**src/rtl/hazard_ctrl.sv**
```systemverilog
// Pipeline hazard controller: stall/flush vectors and PC redirect.
// Optional perf counters behind HDU_PERF_CNT_EN.
//
// Ports:
//   clk, rst          core clock, synchronous active-high reset
//   load_use_stall_i  load-use request from the forwarding unit
//   ex_busy_i         EX multicycle unit busy
//   mem_req_i         MEM stage data-bus access outstanding
//   mem_ready_i       data bus completes the access this cycle
//   branch_taken_i    EX resolved a taken branch/jump
//   branch_target_i   branch/jump target PC
//   trap_i            trap pulse from MEM/CSR
//   trap_vector_i     trap handler PC
//   stall_o           {pc, if_id, id_ex, ex_mem, mem_wb} hold
//   flush_o           {if_id, id_ex, ex_mem, mem_wb} bubble
//   redirect_o        PC loads redirect_pc_o
//   redirect_pc_o     new PC (0 when no redirect)
//   bus_err_o         one-cycle pulse on data-bus timeout
//   lu_cnt_o          load-use stall cycles
//   mw_cnt_o          mem-wait stall cycles
//   fl_cnt_o          redirect cycles
module hazard_ctrl #(
  parameter int MEM_TIMEOUT = 256,
  parameter int CNT_WIDTH   = 32
) (
  input  logic                 clk,
  input  logic                 rst,
  input  logic                 load_use_stall_i,
  input  logic                 ex_busy_i,
  input  logic                 mem_req_i,
  input  logic                 mem_ready_i,
  input  logic                 branch_taken_i,
  input  logic [31:0]          branch_target_i,
  input  logic                 trap_i,
  input  logic [31:0]          trap_vector_i,
  output logic [4:0]           stall_o,
  output logic [3:0]           flush_o,
  output logic                 redirect_o,
  output logic [31:0]          redirect_pc_o,
  output logic                 bus_err_o,
  output logic [CNT_WIDTH-1:0] lu_cnt_o,
  output logic [CNT_WIDTH-1:0] mw_cnt_o,
  output logic [CNT_WIDTH-1:0] fl_cnt_o
);

  localparam int TW =
    (MEM_TIMEOUT > 2) ? $clog2(MEM_TIMEOUT) : 1;
  localparam logic [TW-1:0] LAST =
    TW'(MEM_TIMEOUT - 1);

  typedef enum logic [1:0] {
    RUN,
    MEM_WAIT,
    TRAP_PEND
  } state_t;

  state_t        state, state_n;
  logic [TW-1:0] cnt, cnt_n;
  logic [31:0]   tvec, tvec_n;

  logic [4:0]  stall;
  logic [3:0]  flush;
  logic        redir;
  logic [31:0] rpc;
  logic        berr;

  logic mem_wait, pend, timeout;
  logic s_to, s_mw, s_pd, s_tr;
  logic s_bz, s_br, s_lu;

  assign mem_wait = mem_req_i & ~mem_ready_i;
  assign pend     = (state == TRAP_PEND);
  assign timeout  = mem_wait & (cnt == LAST);

  // One-hot selects encode the per-cycle priority.
  assign s_to = timeout;
  assign s_mw = mem_wait & ~timeout;
  assign s_pd = ~mem_wait & pend;
  assign s_tr = ~mem_wait & ~pend & trap_i;
  assign s_bz = ~mem_wait & ~pend & ~trap_i
              & ex_busy_i;
  assign s_br = ~mem_wait & ~pend & ~trap_i
              & ~ex_busy_i & branch_taken_i;
  assign s_lu = ~mem_wait & ~pend & ~trap_i
              & ~ex_busy_i & ~branch_taken_i
              & load_use_stall_i;

  always_ff @(posedge clk) begin
    if (rst) begin
      state <= RUN;
      cnt   <= '0;
      tvec  <= '0;
    end else begin
      state <= state_n;
      cnt   <= cnt_n;
      tvec  <= tvec_n;
    end
  end

  always_comb begin
    state_n = state;
    cnt_n   = cnt;
    tvec_n  = tvec;
    stall   = '0;
    flush   = '0;
    redir   = 1'b0;
    rpc     = '0;
    berr    = 1'b0;
    if (!mem_wait) begin
      state_n = RUN;
      cnt_n   = '0;
    end
    unique case (1'b1)
      s_to: begin
        berr    = 1'b1;
        flush   = 4'b0011;
        redir   = 1'b1;
        rpc     = pend ? tvec : trap_vector_i;
        state_n = RUN;
        cnt_n   = '0;
      end
      s_mw: begin
        stall = 5'b11110;
        flush = 4'b0001;
        cnt_n = cnt + 1'b1;
        // First trap wins; later ones in TRAP_PEND are dropped.
        if (!pend) begin
          state_n = MEM_WAIT;
          if (trap_i) begin
            state_n = TRAP_PEND;
            tvec_n  = trap_vector_i;
          end
        end
      end
      s_pd: begin
        flush = 4'b1110;
        redir = 1'b1;
        rpc   = tvec;
      end
      s_tr: begin
        flush = 4'b1110;
        redir = 1'b1;
        rpc   = trap_vector_i;
      end
      s_bz: begin
        stall = 5'b11100;
        flush = 4'b0010;
      end
      s_br: begin
        flush = 4'b1100;
        redir = 1'b1;
        rpc   = branch_target_i;
      end
      s_lu: begin
        stall = 5'b11000;
        flush = 4'b0100;
      end
      default: begin
        stall = '0;
      end
    endcase
  end

  assign stall_o       = rst ? '0 : stall;
  assign flush_o       = rst ? '0 : flush;
  assign redirect_o    = rst ? 1'b0 : redir;
  assign redirect_pc_o = rst ? '0 : rpc;
  assign bus_err_o     = rst ? 1'b0 : berr;

`ifdef HDU_PERF_CNT_EN
  logic [CNT_WIDTH-1:0] lu_q, mw_q, fl_q;

  always_ff @(posedge clk) begin
    if (rst) begin
      lu_q <= '0;
      mw_q <= '0;
      fl_q <= '0;
    end else begin
      if (s_lu && !(&lu_q))
        lu_q <= lu_q + 1'b1;
      if (s_mw && !(&mw_q))
        mw_q <= mw_q + 1'b1;
      if (redir && !(&fl_q))
        fl_q <= fl_q + 1'b1;
    end
  end

  assign lu_cnt_o = rst ? '0 : lu_q;
  assign mw_cnt_o = rst ? '0 : mw_q;
  assign fl_cnt_o = rst ? '0 : fl_q;
`else
  assign lu_cnt_o = '0;
  assign mw_cnt_o = '0;
  assign fl_cnt_o = '0;
`endif

endmodule
```
**config.mk**
```make
export PLATFORM = sky130hd
export DESIGN_NAME = hazard_ctrl
export DESIGN_NICKNAME = d
export VERILOG_FILES = /design/src/rtl/hazard_ctrl.sv
export SDC_FILE = /design/constraint.sdc
export NUM_CORES = 1
export LEC_CHECK = 0
export CORE_AREA = 2 2 103 105
export CTS_CLUSTER_SIZE = 24
export DETAILED_ROUTE_END_ITERATION = 12
export DIE_AREA = 0 0 105 107
export GPL_ROUTABILITY_DRIVEN = 0
export PLACE_DENSITY = 0.82
export RECOVER_POWER = 50
export SLEW_MARGIN = 20
export SYNTH_ARGS = -nofsm -noshare
export SYNTH_HDL_FRONTEND = slang
export SYNTH_SLANG_ARGS = --single-unit
export TNS_END_PERCENT = 5
```
**constraint.sdc**
```tcl
create_clock -name clk -period 2.5 [get_ports clk]
set_input_delay 0.5 -clock clk [delete_from_list [all_inputs] [get_ports clk]]
set_output_delay 0.5 -clock clk [all_outputs]
set_load 0.1 [all_outputs]
```
==> impl_metrics.py, run 1 <==
metrics = {
    "floorplanning": {
        "core-area_um2": 10100,
        "core.rowCount": 37,
        "start_util": 0.402,
        "dieArea_um2": 11200,
        "boundaryPins": 211,
        "die_x_um": 105,
        "die_h_um": 107,
    },
    "cells_and_area": {
        "layout-drive-gt1-share": 0.236,
        "antenna-diode-count": 0,
        "final_cells": 789,
        "fillers": 882,
        "nets": 726,
        "fin_area_um2": 5960,
        "regArea_um2": 851,
        "multi_input_area_um2": 2800,
        "syn_to_final_growth_pct": 46.9,
    },
    "timing": {
        "clock-skew-final_ps": 2.00,
        "period_share": 1.03,
        "worst_pin_slew_ps": 591,
        "fmax_mhz": 387,
        "fin_setup_tns_ps": -797,
        "finalHoldViolations": 0,
        "period_needed_ps": 2580,
        "slew_viol_final": 0,
        "rsz0062_at_grt": "yes",
        "slew_headroom": 0.606,
        "finalSetupViolations": 19,
        "fin_ws_ps": -82.0,
    },
    "worst_setup_path": {
        "r2r-start": "state[0]$_SDFF_PP0_",
        "critPathLaunchType": "register",
        "arrival_ps": 2080,
        "end_kind": "output pin",
        "path_cells": "ha_4 -> and3_4 -> and3_4 -> buf_8 -> a222oi_1 -> nor2_2 -> buf_12",
        "crit_fanout": 13,
        "regToRegEndpoint": "tvec[28]$_SDFFE_PP0P_",
        "critPathKind": "register to output pin",
        "cp_data_required_time_ps": 2000,
        "cp_slowest_cell": "a222oi_1",
        "reg2reg_slack_ps": 750,
        "max_stage_delay_ps": 480,
        "crit_top_cell": "and3_4",
        "r2r_cells": 5,
    },
    "global_routing": {
        "grt_pass1_vias": 3751,
        "grt_pass1_wl_um": 18500,
        "grtUsageTotal": 0.201,
        "antenna_found_initial": 0,
        "gr-total-overflow": 0,
        "grt_max_degree": 47,
    },
    "cts": {
        "root_buffer": "clkbuf_8",
        "cts-htree-levels": 2,
        "clk-insertion-delay-late_ps": 280,
        "clk_pin_slew_ps": 70,
        "cts_made_buffers": 5,
        "clk_path_buf_depth": 2,
        "clock_sinks": 42,
        "hold_buffers": 0,
        "cts_tree": "done",
    },
    "worst_hold_path": {
        "hp-class": "register to register",
        "hold_depth": 2,
        "min_to": "tvec[8]$_SDFFE_PP0P_",
        "hold_start": "tvec[8]$_SDFFE_PP0P_",
    },
    "power_and_ir_drop": {
        "power_frac_clock": 0.158,
        "swShare": 0.519,
        "p_sw_uw": 1340,
        "p_leak_uw": 0.00236,
        "power.internal_uw": 1240,
        "ir_drop_uv": 196,
        "p_per_area_nw_per_um2": 432,
        "combinationalPowerShare": 0.571,
        "seqPwrFrac": 0.271,
    },
    "yosys": {
        "ys_warn_count": 0,
        "syn_area_um2": 4060,
        "syn-mean-instance-area_um2": 7.57,
        "synth-seq-cells": 42,
        "seq_area_frac_synth": 0.207,
        "syn-instance-count": 536,
        "ys_types": 38,
    },
    "outcome": {
        "status": "complete, but fails checks",
        "violations": "setup timing",
    },
    "placed_design": {
        "place_ws_ps": -486,
        "dp.cells": 771,
        "placed_area_um2": 5640,
        "dp_hpwl_um": 8530,
        "port_buffers": 113,
    },
    "route": {
        "wl_per_cell_um": 14.8,
        "remaining_drc_errors": 0,
        "ant_nets": 0,
        "vias": 3871,
        "drt_pre_antenna_iters": 6,
        "drt-initial-drc-count": 279,
        "routed_via_density": 4.91,
        "detail_route.wirelength_um": 11700,
    },
    "run": {
        "cap_violations": 0,
    },
}
## synthesized netlist by cell type
cell type	count	area share
xor2_1	5	0.011
mux2i_1	32	0.079
and2b_1	1	0.0019
nand2_1	41	0.038
nand2_4	1	0.0028
nor4_4	1	0.0052
buf_2	10	0.012
buf_6	7	0.019
a31oi_4	3	0.016
nor3_1	4	0.0049
xnor2_1	1	0.0022
a31oi_1	3	0.0046
inv_1	29	0.027
a21oi_1	1	0.0012
buf_4	99	0.18
inv_2	1	0.00092
and3_1	4	0.0062
and4_1	1	0.0022
o31ai_1	2	0.0037
a221o_2	1	0.0028
o21ai_1	11	0.014
a222oi_1	26	0.064
nand3_1	3	0.0037
nand2b_1	67	0.10
a211oi_1	2	0.0037
a221oi_1	1	0.0022
dfxtp_1	42	0.21
and4_4	1	0.0028
clkbuf_1	23	0.021
o21ai_0	42	0.052
nor2b_4	1	0.0034
ha_1	1	0.0031
o211ai_1	6	0.011
nor2_1	34	0.031
nor3_2	1	0.0025
nand4_1	1	0.0015
nand3b_1	26	0.048
conb_1	1	0.00092
## cell families (layout without fill, tap and decap cells)
kind of cell	after synthesis	count (layout)	share of synthesized area
other	1	97	0.000925
DFF	42	42	0.207
buffers and inverters	169	190	0.264
muxes	32	32	0.0790
AOI/OAI and AO/OA	98	98	0.175
xor gates and xnor gates	6	6	0.0130
and+or+nand+nor	187	187	0.258
adders and majority gates	1	1	0.00308
## through the flow
| step | hold WS [ps] | utilization | total power, uW |
|---|---|---|---|
| after detailed placement | 463 | 0.559 | 2150 |
| after floorplan | 442 | - | 1940 |
| after global routing | 498 | 0.590 | 2680 |
| final | 474 | 0.590 | 2580 |
| after global placement | 458 | 0.559 | 2140 |
| after CTS | 477 | 0.583 | 2590 |
## worst max-delay path, delay by kind of cell, from the launching register on
family | cells | cell delay (ps)
flops | 1 | 350
buf+inv | 2 | 340
simple gates | 3 | 460
fa+ha+maj | 1 | 160
compound gates | 1 | 480
## power by group through the flow
stage	clock (uW)	sequential (uW)	combinational, uW
3_3_place_gp	0	713	1420
2_1_floorplan	0	712	1230
4_1_cts	426	698	1460
3_5_place_dp	0	714	1440
6_report	406	698	1470
5_1_grt	454	701	1530
## registers in the layout, summed over array words and instances, names as in the netlist
name and cells:
cnt 8, tvec 32, state 2
## what timing repair did
item                       in CTS  in global routing
resized for setup              35                 16
buffers inserted                5                  4
pin swaps                      10                 12
cloned                          2                  0
setup endpoints to repair      34                 33
## cell type report
| class | count | share of cell area |
|---|---|---|
| Multi-Input combinational cell | 421 | 0.471 |
| Timing Repair Buffer | 153 | 0.326 |
| Sequential cell | 42 | 0.143 |
| Tap cell | 136 | 0.0286 |
| Inverter | 30 | 0.0195 |
| Clock buffer | 7 | 0.0128 |
## worst max-delay path by stage
stage,startpoint,to,slack (ps),cells after the start
6_report,cnt[1]$_SDFF_PP0_,redirect_pc_o[20],-80,7
4_1_cts,cnt[1]$_SDFF_PP0_,redirect_pc_o[0],-120,7
3_3_place_gp,mem_ready_i,redirect_pc_o[11],-420,7
3_5_place_dp,mem_req_i,redirect_pc_o[0],-490,7
2_1_floorplan,mem_ready_i,redirect_pc_o[12],-320,4
5_1_grt,cnt[4]$_SDFF_PP0_,redirect_pc_o[24],-150,6
## per-layer routing
metal  vias to the layer above  routed length, um  track usage  share of wire
li1                       1865                  -            -              -
met1                      1821               4570        0.234           0.39
met2                       177               6160        0.373           0.53
met3                         8                857       0.0426          0.073
met4                         0                 91       0.0486         0.0078
met5                         -                  0            0              0
## cells in the final DEF, fill, tap and decap left out, types with 9 or more instances in the layout
cell	synthesis	layout
conb_1	1	97
nand2b_1	67	65
clkdlybuf4s50_1	0	65
buf_12	0	48
o21ai_0	42	42
nand2_1	41	39
dfxtp_1	42	36
mux2i_1	32	32
inv_1	29	28
buf_4	99	27
nand3b_1	26	26
a222oi_1	26	26
nor2_4	0	19
o21ai_1	11	11
nor2_2	0	9
No activity file was read; power rests on OpenSTA's default activity.
==> run 2: changes to the inputs <==
--- a/config.mk
+++ b/config.mk
@@ -5,10 +5,10 @@
 export SDC_FILE = /design/constraint.sdc
 export NUM_CORES = 1
 export LEC_CHECK = 0
-export CORE_AREA = 2 2 103 105
+export CORE_AREA = 10 10 111 113
 export CTS_CLUSTER_SIZE = 24
 export DETAILED_ROUTE_END_ITERATION = 12
-export DIE_AREA = 0 0 105 107
+export DIE_AREA = 0 0 121 123
 export GPL_ROUTABILITY_DRIVEN = 0
 export PLACE_DENSITY = 0.82
 export RECOVER_POWER = 50
==> run 2 against run 1 <==
The flow still finishes with violations (setup timing). Critical endpoint is now redirect_pc_o[8]. Clock skew is 6.9 ps higher. Clock-buffer cell count decreased by 1. Sequential cell count is the same. Combinational power hardly changed. Sequential power hardly changed. Clock power grew 65%. Final cell count is 0.51% higher. Hold slack better by 4.3 ps.
==> impl_metrics.py, run 2 (synthesis gave the netlist of run 1 again) <==
metrics = {
    "outcome": {
        "status": "complete, but fails checks",
        "violations": "setup timing",
    },
    "cts": {
        "clk_pin_slew_ps": 90,
        "root_buffer": "clkbuf_8",
        "clock_sinks": 42,
        "cts_tree": "done",
        "clk_path_buf_depth": 2,
        "cts_made_buffers": 5,
        "cts-htree-levels": 2,
        "clk-insertion-delay-late_ps": 290,
    },
    "worst_setup_path": {
        "cp_num_buf_inv": 5,
        "end_kind": "output pin",
        "max_stage_delay_ps": 470,
        "critPathKind": "input pin to output pin",
        "crit_top_cell": "buf_6",
        "crit_fanout": 7,
        "arrival_ps": 2080,
        "cp_data_required_time_ps": 2000,
        "path_cells": "buf_6 -> and2b_4 -> buf_6 -> nor4_4 -> buf_4 -> buf_6 -> a222oi_1 -> nor2_2 -> buf_12",
        "critPathLaunchType": "input pin",
        "cp_slowest_cell": "a222oi_1",
        "critical_path.top_delay_family": "buffers and inverters",
    },
    "floorplanning": {
        "core.rowCount": 37,
        "start_util": 0.400,
        "die_x_um": 121,
        "boundaryPins": 211,
        "die_h_um": 123,
        "core-area_um2": 10100,
        "dieArea_um2": 14900,
    },
    "cells_and_area": {
        "final_common_cell": "conb_1",
        "syn_to_final_growth_pct": 47.0,
        "antenna-diode-count": 0,
        "finalCoreUtilization": 0.588,
        "nets": 729,
        "reg_top3": "tvec x32, cnt x8, state x2",
        "final_cell_mix": "97 x conb_1, 65 x nand2b_1, 65 x clkdlybuf4s50_1, 46 x buf_12, 42 x o21ai_0",
        "largest_register_ffs": 32,
        "fin_area_um2": 5960,
        "final_cells": 793,
        "regMostFlops": "tvec",
        "layout-drive-gt1-share": 0.230,
    },
    "route": {
        "wl_per_cell_um": 17.1,
        "ant_nets": 0,
        "drt_pre_antenna_iters": 5,
        "remaining_drc_errors": 0,
        "vias": 3921,
        "drt-initial-drc-count": 324,
        "routed_via_density": 4.94,
        "detail_route.wirelength_um": 13600,
    },
    "timing": {
        "period_share": 1.03,
        "fin_ws_ps": -79.2,
        "fin_setup_tns_ps": -824,
        "rsz0062_at_grt": "yes",
        "finalSetupViolations": 32,
        "fmax_mhz": 388,
        "slew_viol_final": 0,
        "clock-skew-final_ps": 8.86,
        "worst_pin_slew_ps": 933,
        "slew_headroom": 0.378,
        "hold_slack_ps": 478,
        "finalHoldViolations": 0,
        "period_needed_ps": 2580,
    },
    "global_routing": {
        "gr-total-overflow": 0,
        "grt_pass1_wl_um": 21100,
        "grt_pass1_vias": 4092,
        "grt_max_degree": 67,
        "antenna_found_initial": 0,
        "grtUsageTotal": 0.172,
    },
    "power_and_ir_drop": {
        "ir_drop_uv": 311,
        "p_per_area_nw_per_um2": 474,
        "p_leak_uw": 0.00237,
    },
    "worst_hold_path": {
        "hp-class": "register to register",
    },
    "placed_design": {
        "dp_hpwl_um": 10300,
        "port_buffers": 113,
        "dp.cells": 773,
        "placed_area_um2": 5640,
    },
    "run": {
        "cap_violations": 0,
    },
}
run 2: cell count changes in the layout (fill, tap and decap cells not counted), sizes merged:
| cell | change |
|---|---|
| clkdlybuf4s15 | -1 |
| dlygate4sd2 | +1 |
| bufinv | +2 |
| clkbuf | +2 |
run 2: report_power, final:
| part | internal, uW | switching [uW] | total, uW |
|---|---|---|---|
| registers | 687 | 11.2 | 698 |
| logic | 352 | 1110 | 1460 |
| clock network | 426 | 241 | 668 |
| total | 1470 | 1360 | 2830 |
run 2: path summary, 6_finish.rpt:
| kind | from | to | slack, ps | depth (start not counted) |
|---|---|---|---|---|
| worst min-delay path | tvec[30]$_SDFFE_PP0P_ | tvec[30]$_SDFFE_PP0P_ | 480 | 2 |
| worst max-delay path | mem_ready_i | redirect_pc_o[8] | -80 | 9 |
| worst max register to register | cnt[1]$_SDFF_PP0_ | tvec[24]$_SDFFE_PP0P_ | 680 | 7 |
| worst min register to register | tvec[30]$_SDFFE_PP0P_ | tvec[30]$_SDFFE_PP0P_ | 480 | 2 |
run 2: area by class of cell:
type	instances	area [um2]
timing repair buffer	156	1940
tap	136	170
multi-input combinational	421	2750
fill	894	4180
inverter	30	116
clock inverter	2	60.1
sequential	42	846
clock buffer	6	82.6
run 2: stage by stage:
stage               total power [uW]  worst slack (ps)
global placement                2130              -402
floorplan                       1940              -324
global route                    2930              -137
finish                          2830             -79.2
CTS                             2840              -107
detailed placement              2150              -442
run 2: repair_timing:
| action | CTS | global route |
|---|---|---|
| setup buffers | 8 | 2 |
| gates resized for setup | 32 | 4 |
| pin swaps | 23 | 18 |
| cloned | 3 | 0 |
| hold buffers | 0 | 0 |
| endpoints found under the setup margin | 36 | 33 |
run 2: tightest hold or removal path, cell delays in order, from the launching register on:
cell,delay [ps]
dfxtp_1,320
nand2b_1,60
mux2i_1,50
run 2: layer usage:
metal  vias to the layer above  track usage  share of wire
met5                         -            0              0
met4                         0       0.0324         0.0091
met3                        13       0.0520          0.087
met2                       155        0.324           0.53
met1                      1883        0.186           0.37
li1                       1870            -              -
